--- src/rtl/qspi_axil_bridge.sv ---
// AXI4-Lite slave front end for the QSPI flash low-level controller.
// Decodes read/program/erase from address bits and runs the LLC handshake.
module qspi_axil_bridge #(
  parameter int FLASH_AW         = 24,
  parameter int OP_RW_BIT        = 24,
  parameter int OP_ERASE_BIT     = 25,
  parameter int OP_ERASE_ALT_BIT = 26,
  parameter int PRESCALE         = 5,
  parameter int TIMEOUT          = 2**22
) (
  input  logic                ACLK,
  input  logic                ARESET,
  input  logic [31:0]         AWADDR,
  input  logic                AWVALID,
  input  logic [2:0]          AWPROT,
  output logic                AWREADY,
  input  logic [31:0]         WDATA,
  input  logic [3:0]          WSTRB,
  input  logic                WVALID,
  output logic                WREADY,
  output logic                BVALID,
  output logic [1:0]          BRESP,
  input  logic                BREADY,
  input  logic [31:0]         ARADDR,
  input  logic                ARVALID,
  input  logic [2:0]          ARPROT,
  output logic                ARREADY,
  output logic                RVALID,
  output logic [31:0]         RDATA,
  output logic [1:0]          RRESP,
  input  logic                RREADY,
  output logic                llc_start,
  output logic                llc_dir,
  output logic                llc_erase,
  output logic [FLASH_AW-1:0] llc_address,
  output logic [31:0]         llc_word,
  input  logic                llc_valid,
  input  logic [31:0]         llc_rdata,
  output logic                busy,
  output logic                timeout_flag
);

  localparam int PW = (PRESCALE > 1) ? $clog2(PRESCALE) : 1;
  localparam int TW = $clog2(TIMEOUT) + 1;
  localparam logic [PW-1:0] PRE_LOAD = PW'(PRESCALE - 1);
  localparam logic [TW-1:0] TO_LAST  = TW'(TIMEOUT - 1);

  localparam logic [2:0] S_IDLE  = 3'd0;
  localparam logic [2:0] S_ISSUE = 3'd1;
  localparam logic [2:0] S_WAIT  = 3'd2;
  localparam logic [2:0] S_BRESP = 3'd3;
  localparam logic [2:0] S_RRESP = 3'd4;

  logic [2:0]          r_state;
  logic                r_aw_l;
  logic                r_w_l;
  logic [31:0]         r_awaddr;
  logic [31:0]         r_wdata;
  logic [3:0]          r_wstrb;
  logic                r_is_rd;
  logic [PW-1:0]       r_pre;
  logic [TW-1:0]       r_to;
  logic [1:0]          r_bresp;
  logic [1:0]          r_rresp;
  logic [31:0]         r_rdata;
  logic                r_start;
  logic                r_dir;
  logic                r_erase;
  logic [FLASH_AW-1:0] r_addr;
  logic [31:0]         r_word;
  logic                r_tflag;

  logic w_idle;
  logic w_awready;
  logic w_wready;
  logic w_arready;
  logic w_tick;
  logic w_unused;

  assign w_idle    = !ARESET && (r_state == S_IDLE);
  assign w_awready = w_idle && !r_aw_l;
  assign w_wready  = w_idle && !r_w_l;
  // Pending write beats block reads so writes win simultaneous arrival.
  assign w_arready = w_idle && !r_aw_l && !r_w_l && !AWVALID && !WVALID;
  assign w_tick    = (r_pre == '0);
  assign w_unused  = ^{AWPROT, ARPROT, r_awaddr};

  always_ff @(posedge ACLK or posedge ARESET) begin
    if (ARESET) begin
      r_state  <= S_IDLE;
      r_aw_l   <= 1'b0;
      r_w_l    <= 1'b0;
      r_awaddr <= '0;
      r_wdata  <= '0;
      r_wstrb  <= '0;
      r_is_rd  <= 1'b0;
      r_pre    <= '0;
      r_to     <= '0;
      r_bresp  <= '0;
      r_rresp  <= '0;
      r_rdata  <= '0;
      r_start  <= 1'b0;
      r_dir    <= 1'b0;
      r_erase  <= 1'b0;
      r_addr   <= '0;
      r_word   <= '0;
      r_tflag  <= 1'b0;
    end else begin
      unique case (r_state)
        S_IDLE: begin
          if (w_awready && AWVALID) begin
            r_aw_l   <= 1'b1;
            r_awaddr <= AWADDR;
          end
          if (w_wready && WVALID) begin
            r_w_l   <= 1'b1;
            r_wdata <= WDATA;
            r_wstrb <= WSTRB;
          end
          if (r_aw_l && r_w_l) begin
            r_is_rd <= 1'b0;
            if (r_awaddr[OP_ERASE_BIT] || r_awaddr[OP_ERASE_ALT_BIT]) begin
              r_erase <= 1'b1;
              r_dir   <= r_awaddr[OP_ERASE_ALT_BIT];
              r_addr  <= r_awaddr[FLASH_AW-1:0];
              r_start <= 1'b1;
              r_state <= S_ISSUE;
            end else if (r_awaddr[OP_RW_BIT] && r_wstrb == 4'hF) begin
              r_dir   <= 1'b1;
              r_word  <= r_wdata;
              r_addr  <= r_awaddr[FLASH_AW-1:0];
              r_start <= 1'b1;
              r_state <= S_ISSUE;
            end else begin
              r_bresp <= 2'b10;
              r_state <= S_BRESP;
            end
          end else if (w_arready && ARVALID) begin
            r_is_rd <= 1'b1;
            if (ARADDR[OP_RW_BIT]) begin
              r_dir   <= 1'b0;
              r_erase <= 1'b0;
              r_addr  <= ARADDR[FLASH_AW-1:0];
              r_start <= 1'b1;
              r_state <= S_ISSUE;
            end else begin
              r_rdata <= '0;
              r_rresp <= 2'b10;
              r_state <= S_RRESP;
            end
          end
        end
        S_ISSUE: begin
          r_pre   <= PRE_LOAD;
          r_to    <= '0;
          r_state <= S_WAIT;
        end
        S_WAIT: begin
          r_to  <= r_to + 1'b1;
          r_pre <= w_tick ? PRE_LOAD : r_pre - 1'b1;
          // Abort takes priority over a valid tick in the same cycle.
          if (r_to == TO_LAST) begin
            r_start <= 1'b0;
            r_erase <= 1'b0;
            r_dir   <= 1'b0;
            r_addr  <= '0;
            r_tflag <= 1'b1;
            if (r_is_rd) begin
              r_rdata <= '0;
              r_rresp <= 2'b10;
              r_state <= S_RRESP;
            end else begin
              r_bresp <= 2'b10;
              r_state <= S_BRESP;
            end
          end else if (w_tick && llc_valid) begin
            r_start <= 1'b0;
            r_erase <= 1'b0;
            r_dir   <= 1'b0;
            r_addr  <= '0;
            if (r_is_rd) begin
              r_rdata <= llc_rdata;
              r_rresp <= 2'b00;
              r_state <= S_RRESP;
            end else begin
              r_bresp <= 2'b00;
              r_state <= S_BRESP;
            end
          end
        end
        S_BRESP: begin
          if (BREADY) begin
            r_aw_l  <= 1'b0;
            r_w_l   <= 1'b0;
            r_bresp <= 2'b00;
            r_state <= S_IDLE;
          end
        end
        S_RRESP: begin
          if (RREADY) begin
            r_rdata <= '0;
            r_rresp <= 2'b00;
            r_state <= S_IDLE;
          end
        end
        default: r_state <= S_IDLE;
      endcase
    end
  end

  assign AWREADY      = w_awready;
  assign WREADY       = w_wready;
  assign ARREADY      = w_arready;
  assign BVALID       = (r_state == S_BRESP);
  assign BRESP        = r_bresp;
  assign RVALID       = (r_state == S_RRESP);
  assign RDATA        = r_rdata;
  assign RRESP        = r_rresp;
  assign llc_start    = r_start;
  assign llc_dir      = r_dir;
  assign llc_erase    = r_erase;
  assign llc_address  = r_addr;
  assign llc_word     = r_word;
  assign busy         = (r_state != S_IDLE);
  assign timeout_flag = r_tflag;

endmodule

--- config.mk ---
export PLATFORM = sky130hd
export DESIGN_NAME = qspi_axil_bridge
export DESIGN_NICKNAME = d
export VERILOG_FILES = /design/src/rtl/qspi_axil_bridge.sv
export SDC_FILE = /design/constraint.sdc
export NUM_CORES = 1
export LEC_CHECK = 0
export ABC_AREA = 1
export CAP_MARGIN = 20
export CORE_MARGIN = 5
export CORE_UTILIZATION = 48
export CTS_CLUSTER_DIAMETER = 200
export DETAILED_ROUTE_END_ITERATION = 7
export PLACE_DENSITY_LB_ADDON = 0.3
export SKIP_LAST_GASP = 1
export SYNTH_ARGS = -nofsm -noshare
export SYNTH_HDL_FRONTEND = slang
export SYNTH_SLANG_ARGS = --single-unit
--- constraint.sdc ---
create_clock -name ACLK -period 8.95 [get_ports ACLK]
set_input_delay 1.79 -clock ACLK [delete_from_list [all_inputs] [get_ports ACLK]]
set_output_delay 1.79 -clock ACLK [all_outputs]
set_load 0.03 [all_outputs]
==> flow_metrics.env, run 1 <==
export IMPL_status="complete, no violations"
export IMPL_final_cell_mix="242 x nand2_1, 227 x clkdlybuf4s50_1, 189 x dfrtp_1"
export IMPL_yosys_area_share_simple_pct=17.6
export IMPL_rsz0062_at_grt="no"
export IMPL_h_tree_depth=4
export IMPL_skew_ps=13.0
export IMPL_crit_fanout=4
export IMPL_critPathCaptureType="primary output"
export IMPL_io_pins=248
export IMPL_layout_commonest_cell="nand2_1"
export IMPL_grt_pass1_vias=7039
export IMPL_clockBufferDepth=2
export IMPL_synthXorXnorAreaFrac_pct=0.199
export IMPL_yosysTopAreaCellShare_pct=53.7
export IMPL_yosys_warnings=0
export IMPL_nets=1303
export IMPL_dp_slack_ps=3700
export IMPL_detail_route_wl_per_cell_um=15.5
export IMPL_antenna_found_initial=0
export IMPL_hp_class="reg2reg"
export IMPL_grt_pass1_wl_um=35800
export IMPL_dp_hpwl_um=15000
export IMPL_p_leak_nw=5.65
export IMPL_start_util_pct=48.8
export IMPL_synth_fa_ha_area_share_pct=0.142
export IMPL_drtIter0Drc=336
export IMPL_synth_cell_types=39
export IMPL_power_per_cell_area_nw_per_um2=305
export IMPL_reg2reg_depth=8
export IMPL_num_rows=49
export IMPL_setup_violations=0
export IMPL_dr_total_vias=6911
export IMPL_overflow=0
export IMPL_hold_path_end="timeout_flag"
export IMPL_drv_cap=0
export IMPL_ys_ff_latch=189
export IMPL_core_um2=18000
export IMPL_drtAntennaViolNets=0
export IMPL_layout_worst_path_cycle_share_pct=58.8
export IMPL_cts_sink_count=189
export IMPL_holdBufCountCts=0
export IMPL_dr_pass1_iters=4
export IMPL_ys_seq_area_share_pct=53.7
export IMPL_synth_ff_type="dfrtp_1"
export IMPL_finalCriticalPeriod_ps=5270
export IMPL_n_fill_cell=1505
export IMPL_reg2reg_slack_ps=5500
export IMPL_worst_pin_slew_ps=1030
export IMPL_critPathMaxStageDelay_ps=670
export IMPL_gr_usage_all_layers_pct=20.6
export IMPL_dieWidth_um=145
export IMPL_ir_worst_vdd_mv=0.210
export IMPL_cts_buffers_inserted=17
export IMPL_area_growth_pct=34.8
export IMPL_cts_tree="yes"
export IMPL_n_antenna_cell=0
export IMPL_cts_root_buf="clkbuf_16"
export IMPL_min_from="timeout_flag"
export IMPL_slowest_stage="clkdlybuf4s50_1"
export IMPL_p_total_mw=3.62
export IMPL_final_seq_area_um2=4730
export IMPL_drc=0
export IMPL_crit_required_ps=7160
export IMPL_path_cells="clkdlybuf4s50_1 > nor3_4 > and2_1 > clkdlybuf4s50_1"
export IMPL_place_congestion=0.890
export IMPL_slew_headroom_pct=30.9
export IMPL_critical_path_top_delay_family="buffers and inverters"
export IMPL_synth_compound_area_share_pct=8.73
export IMPL_synthMuxAreaShare_pct=12.3
export IMPL_clk_latency_ps=430
export IMPL_clock_fmax_mhz=190
export IMPL_synth_top_family_by_area="simple AND/OR/NAND/NOR gates"
export IMPL_synth_area_leaders="dfrtp_1 54%, mux2_2 12%, nand2_1 10%"
export IMPL_synthCells=943
export IMPL_avgSynthCellArea_um2=9.33
export IMPL_synth_edff_count=0
export IMPL_dieArea_um2=21100
export IMPL_critPathBufInv=2
export IMPL_slew_viol_final=0
export IMPL_criticalPathCategory="in2out"
export IMPL_dieHeight_um=145
export IMPL_crit_top_cell="clkdlybuf4s50_1"
export IMPL_synth_area_leader_cell="dfrtp_1"
export IMPL_cp_start_kind="input pin"
export IMPL_grt_max_degree=146
export IMPL_synthArstFlopShare_pct=100
export IMPL_reg2reg_to="llc_address[21]"
export IMPL_r2r_start="r_w_l"
export IMPL_drt_total_wl_um=21700
export IMPL_drive_above_1_share_pct=13.3
export IMPL_tns_ps=0
export IMPL_multi_input_area_um2=3440
export IMPL_min_delay_path_depth=2
export IMPL_portBuffers=227
export IMPL_viasPerCell=4.94
export IMPL_clkTransAtPathRegs_ps=70
export IMPL_hold_viol_final=0
export IMPL_syn_cell_area_um2=8800
export IMPL_crit_arrival_ps=3480
export IMPL_post_cts_buffers=0
export IMPL_cts_resized=0
export IMPL_setup_ws_ps=3680
[cells in the mapped netlist, types with 3 or more instances]
cell type  instances
nand2_1          242
dfrtp_1          189
inv_1            110
mux2_2            94
nor2_1            66
o21ai_0           45
a21oi_1           42
o21bai_1          34
nand3_1           18
clkbuf_1          15
buf_2             13
nor3_1            10
o21ai_1            8
buf_4              5
nand4_1            5
nand2_2            4
nor2_2             4
buf_1              3
buf_6              3
inv_2              3
nand3_2            3
nand3b_1           3
nor2_4             3
[power by group]
part	total [mW]	internal [mW]	switching, mW	leakage [nW]
logic	1.54	0.622	0.922	2.92
registers	1.33	1.16	0.165	2.44
clock network	0.750	0.379	0.372	0.287
[how the worst max path moves through the flow]
| stage | startpoint | end | slack (ps) | cells after the start |
|---|---|---|---|---|
| 2_1_floorplan | ARESET | BRESP[1] | 2020 | 1 |
| 3_3_place_gp | ARESET | ARREADY | 3690 | 4 |
| 3_5_place_dp | ARESET | ARREADY | 3700 | 4 |
| 4_1_cts | ARESET | ARREADY | 3670 | 4 |
| 5_1_grt | ARESET | ARREADY | 3600 | 4 |
| 6_report | ARESET | ARREADY | 3680 | 4 |
[state kept, by name, summed over array words and instances (netlist names), 3 cells and up]
register	flops
r_state	3
llc_address	24
r_awaddr	27
RDATA	32
r_wdata	32
r_to	23
r_pre	3
r_wstrb	4
llc_word	32
[through the flow]
stage          hold slack, ps  util (%)  cell area (um^2)  instances
5_1_grt                   490      65.8             11900       1398
4_1_cts                   476      65.4             11800       1395
6_report                  474      65.8             11900       1398
3_3_place_gp              452      62.1             11200       1363
3_5_place_dp              458      62.1             11200       1363
2_1_floorplan             462         -              8800        944
[final cells by class]
type / count / area share, %
clock inverter: 15 / 1.47
sequential: 189 / 39.9
inverter: 113 / 3.64
tap: 229 / 2.42
multi-input combinational: 601 / 29.0
clock buffer: 17 / 3.59
timing repair buffer: 234 / 20.0
[cell families after synthesis]
family,Yosys count
simple gates,366
flops,189
compound gates,134
fa+ha+maj,1
buf+inv,154
other cells,1
xor+xnor,2
mux,96
[worst reg2reg max path, delay by kind of cell (launching register included)]
| family | cells | cell delay [ps] |
|---|---|---|
| simple gates | 7 | 2290 |
| flops | 1 | 460 |
| buf+inv | 1 | 650 |
[routing by layer]
metal / up-vias / GRT usage (%) / routed length [um]
li1: 3432 / - / -
met3: 23 / 8.47 / 1910
met4: 0 / 5.46 / 331
met5: - / 0 / 0
met1: 3267 / 25.7 / 8910
met2: 189 / 33.5 / 10500
(Power assumes the default switching activity.)
==> run 2: changes to the inputs <==
CORE_UTILIZATION = 44   (was 48)
clock period = 4.6 ns   (was 8.95 ns; I/O delays follow)
==> flow_metrics.env, run 2 (synthesis gave the netlist of run 1 again) <==
export IMPL_status="complete, no violations"
export IMPL_cts_tree="yes"
export IMPL_placed_area_um2=11300
export IMPL_p_sw_share_pct=40.0
export IMPL_p_switching_mw=2.83
export IMPL_p_leak_nw=5.65
export IMPL_p_int_mw=4.25
export IMPL_crit_arrival_ps=2540
export IMPL_post_cts_buffers=0
export IMPL_drtIter0Drc=433
export IMPL_cts_buffers_inserted=17
export IMPL_drtAntennaViolNets=0
export IMPL_holdBufCountCts=0
export IMPL_antenna_found_initial=0
export IMPL_cts_sink_count=189
export IMPL_critPathMaxStageDelay_ps=670
export IMPL_final_cell_mix="241 x nand2_1, 227 x clkdlybuf4s50_1, 189 x dfrtp_1"
export IMPL_path_cells="clkdlybuf4s50_1 > nor3_4 > and2_1 > clkdlybuf4s50_1"
export IMPL_tns_ps=0
export IMPL_reg2reg_slack_ps=1620
export IMPL_skew_ps=16.9
export IMPL_drive_above_1_share_pct=13.7
export IMPL_crit_top_cell="clkdlybuf4s50_1"
export IMPL_clock_fmax_mhz=289
export IMPL_power_frac_comb_pct=42.6
export IMPL_drt_total_wl_um=21700
export IMPL_power_per_cell_area_nw_per_um2=594
export IMPL_cts_root_buf="clkbuf_16"
export IMPL_multi_input_area_um2=3440
export IMPL_p_seq_share_pct=36.2
export IMPL_final_seq_area_um2=4730
export IMPL_gr_usage_all_layers_pct=19.3
export IMPL_post_route_util_pct=60.8
export IMPL_slew_viol_final=0
export IMPL_num_rows=51
export IMPL_clockBufferDepth=2
export IMPL_cts_resized=0
export IMPL_critPathCaptureType="primary output"
export IMPL_dr_total_vias=6961
export IMPL_power_frac_clock_pct=21.2
export IMPL_crit_fanout=4
export IMPL_nets=1306
export IMPL_overflow=0
export IMPL_n_fill_cell=1710
export IMPL_crit_required_ps=3680
export IMPL_dieHeight_um=151
export IMPL_drc=0
export IMPL_worst_pin_slew_ps=1050
export IMPL_dieArea_um2=22900
export IMPL_drv_cap=0
export IMPL_criticalPathCategory="in2out"
export IMPL_grt_pass1_wl_um=35000
export IMPL_slew_headroom_pct=29.8
export IMPL_core_um2=19600
export IMPL_setup_violations=0
export IMPL_finalCriticalPeriod_ps=3460
export IMPL_cp_start_kind="input pin"
export IMPL_io_pins=248
export IMPL_ir_worst_vdd_mv=0.322
export IMPL_rsz0062_at_grt="no"
export IMPL_grt_pass1_vias=6936
export IMPL_n_antenna_cell=0
export IMPL_h_tree_depth=4
export IMPL_dp_hpwl_um=15200
export IMPL_detail_route_wl_per_cell_um=15.1
export IMPL_slowest_stage="clkdlybuf4s50_1"
export IMPL_hp_class="reg2reg"
export IMPL_layout_worst_path_cycle_share_pct=75.2
export IMPL_final_cell_area_um2=11900
export IMPL_dieWidth_um=151
export IMPL_portBuffers=227
export IMPL_layout_commonest_cell="nand2_1"
export IMPL_area_growth_pct=35.4
export IMPL_hold_viol_final=0
export IMPL_grt_max_degree=71
export IMPL_dr_pass1_iters=5
export IMPL_clk_latency_ps=430
export IMPL_start_util_pct=44.9
export IMPL_viasPerCell=4.84
export IMPL_place_congestion=0.829
export IMPL_clkTransAtPathRegs_ps=70
## run 2: layout make-up
| type | instances | area share (%) |
|---|---|---|
| clock buffer | 17 | 3.57 |
| inverter | 113 | 3.59 |
| clock inverter | 15 | 1.59 |
| timing repair buffer | 237 | 19.9 |
| tap | 265 | 2.78 |
| sequential | 189 | 39.7 |
| multi-input combinational | 601 | 28.9 |
## run 2: per-layer routing
metal / GRT usage [%] / wire [um] / vias up
met5: 0 / 0 / -
met4: 5.71 / 258 / 0
met3: 7.96 / 2250 / 19
met2: 31.0 / 10300 / 198
met1: 24.0 / 8940 / 3303
li1: - / - / 3441
## run 2: critical path: cells and delay by family
family        cells  cell delay [ps]
buf+inv           2             1190
simple gates      2              430
## run 2: per-stage QoR
step	setup WS, ps	power, mW	cells	hold slack, ps
after floorplan	1250	4.56	944	462
after global placement	1150	5.56	1405	449
after detailed placement	1140	5.63	1405	454
after CTS	1120	7.16	1437	472
after global routing	1040	7.56	1437	503
final	1140	7.08	1437	468
## run 2: worst paths after layout
kind,from,to,cells after the start
max in group asynchronous,ARESET,r_pre[0],3
worst min-delay path,timeout_flag,timeout_flag,2
worst max-delay path,ARESET,ARREADY,4
worst min register to register,timeout_flag,timeout_flag,2
worst max register to register,r_aw_l,llc_address[12],9
min in group asynchronous,ARESET,llc_word[15],2
## run 2: power by group through the flow
stage	logic [mW]	registers [mW]	clock network [mW]
after floorplan	1.49	3.07	0
after global placement	2.99	2.57	0
after detailed placement	3.03	2.60	0
after CTS	3.05	2.57	1.54
after global routing	3.30	2.65	1.61
final	3.02	2.56	1.50
==> run 3: changes to the inputs <==
CORE_UTILIZATION = 48   (was 44)
clock period = 3.5 ns   (was 4.6 ns; I/O delays follow)
==> flow_metrics.env, run 3 (synthesis gave the netlist of run 1 again) <==
export IMPL_status="complete, no violations"
export IMPL_drive_above_1_share_pct=13.9
export IMPL_critPathCaptureType="primary output"
export IMPL_gr_usage_all_layers_pct=21.0
export IMPL_drc=0
export IMPL_clockBufferDepth=2
export IMPL_place_congestion=0.835
export IMPL_p_sw_share_pct=40.6
export IMPL_post_cts_buffers=0
export IMPL_clk_latency_ps=440
export IMPL_clkTransAtPathRegs_ps=80
export IMPL_layout_worst_path_cycle_share_pct=86.1
export IMPL_portBuffers=227
export IMPL_antenna_found_initial=0
export IMPL_hp_class="reg2reg"
export IMPL_grt_max_degree=51
export IMPL_crit_arrival_ps=2310
export IMPL_crit_top_cell="clkdlybuf4s50_1"
export IMPL_cts_root_buf="clkbuf_16"
export IMPL_power_frac_comb_pct=42.5
export IMPL_rsz0062_at_grt="no"
export IMPL_drv_cap=0
export IMPL_num_rows=49
export IMPL_p_seq_share_pct=36.1
export IMPL_final_cell_mix="242 x nand2_1, 227 x clkdlybuf4s50_1, 189 x dfrtp_1"
export IMPL_cts_buffers_inserted=17
export IMPL_hold_viol_final=0
export IMPL_dp_hpwl_um=15800
export IMPL_reg2reg_depth=8
export IMPL_cts_sink_count=189
export IMPL_drt_total_wl_um=22100
export IMPL_hold_path_end="llc_address[17]"
export IMPL_core_um2=18000
export IMPL_slew_headroom_pct=45.0
export IMPL_p_switching_mw=3.80
export IMPL_detail_route_wl_per_cell_um=15.7
export IMPL_tns_ps=0
export IMPL_p_leak_nw=5.69
export IMPL_layout_commonest_cell="nand2_1"
export IMPL_p_total_mw=9.37
export IMPL_holdBufCountCts=0
export IMPL_clock_fmax_mhz=332
export IMPL_crit_fanout=4
export IMPL_dp_slack_ps=485
export IMPL_cp_start_kind="input pin"
export IMPL_power_frac_clock_pct=21.3
export IMPL_min_delay_path_depth=2
export IMPL_viasPerCell=4.95
export IMPL_reg2reg_to="llc_address[5]"
export IMPL_slew_viol_final=0
export IMPL_h_tree_depth=4
export IMPL_critPathBufInv=2
export IMPL_cts_resized=0
export IMPL_grt_pass1_vias=7049
export IMPL_r2r_start="r_w_l"
export IMPL_setup_violations=0
export IMPL_n_antenna_cell=0
export IMPL_worst_pin_slew_ps=822
export IMPL_post_route_util_pct=66.2
export IMPL_drtAntennaViolNets=0
export IMPL_criticalPathCategory="in2out"
export IMPL_nets=1311
export IMPL_grt_pass1_wl_um=36600
export IMPL_critical_path_top_delay_family="buffers and inverters"
export IMPL_p_int_mw=5.56
export IMPL_path_cells="clkdlybuf4s50_1 > nor3_4 > and2_1 > clkdlybuf4s50_1"
export IMPL_dieHeight_um=145
export IMPL_min_from="llc_address[17]"
export IMPL_skew_ps=20.2
export IMPL_cts_tree="yes"
export IMPL_io_pins=248
export IMPL_start_util_pct=48.8
export IMPL_ir_worst_vdd_mv=0.471
export IMPL_power_per_cell_area_nw_per_um2=785
export IMPL_crit_required_ps=2800
export IMPL_dr_total_vias=6959
export IMPL_slowest_stage="clkdlybuf4s50_1"
export IMPL_setup_ws_ps=487
export IMPL_drtIter0Drc=291
export IMPL_overflow=0
export IMPL_dr_pass1_iters=5
export IMPL_reg2reg_slack_ps=830
export IMPL_area_growth_pct=35.6
export IMPL_finalCriticalPeriod_ps=3010
export IMPL_dieWidth_um=145
export IMPL_dieArea_um2=21100
export IMPL_critPathMaxStageDelay_ps=670
run 3: routing by layer:
metal / GRT usage, % / vias up / share of wire [%] / wire length [um]
met5: 0 / - / 0 / 0
met4: 6.20 / 0 / 1.6 / 357
met3: 7.85 / 21 / 9.0 / 2000
met2: 34.2 / 212 / 48 / 10700
met1: 26.2 / 3281 / 41 / 9030
li1: - / 3445 / - / -
run 3: power groups by stage:
stage	logic, mW	registers, mW	clock network (mW)
after floorplan	1.96	4.04	0
after global placement	3.93	3.38	0
after detailed placement	4.01	3.43	0
after CTS	4.03	3.39	2.04
after global routing	4.35	3.49	2.14
final	3.98	3.38	2.00
run 3: tightest hold or removal path: cells and delay by family (launching register included):
kind            cells  cell delay, ps
compound gates      1              60
flops               1             350
simple gates        1              50
run 3: how the worst max path moves through the flow:
stage | startpoint | endpoint | slack [ps] | cells past startpoint
after global placement | ARESET | ARREADY | 500 | 4
after CTS | ARESET | ARREADY | 480 | 4
after global routing | ARESET | ARREADY | 390 | 4
after floorplan | ARESET | BRESP[1] | 370 | 1
final | ARESET | ARREADY | 490 | 4
after detailed placement | ARESET | ARREADY | 490 | 4
run 3: final cells by class:
type | instances | area [um^2]
fillers | 1486 | 6090
flip-flops and latches | 189 | 4730
multi-input cells | 601 | 3440
repair buffers | 242 | 2420
inverters | 113 | 428
clock buffers | 17 | 425
well taps | 229 | 287
clock inverters | 15 | 206
run 3: metrics by stage:
stage	std cells	cell area [um^2]	hold WS (ps)
finish	1406	11900	484
global route	1406	11900	516
CTS	1406	11900	486
detailed placement	1374	11300	457
global placement	1374	11300	451
floorplan	944	8810	462
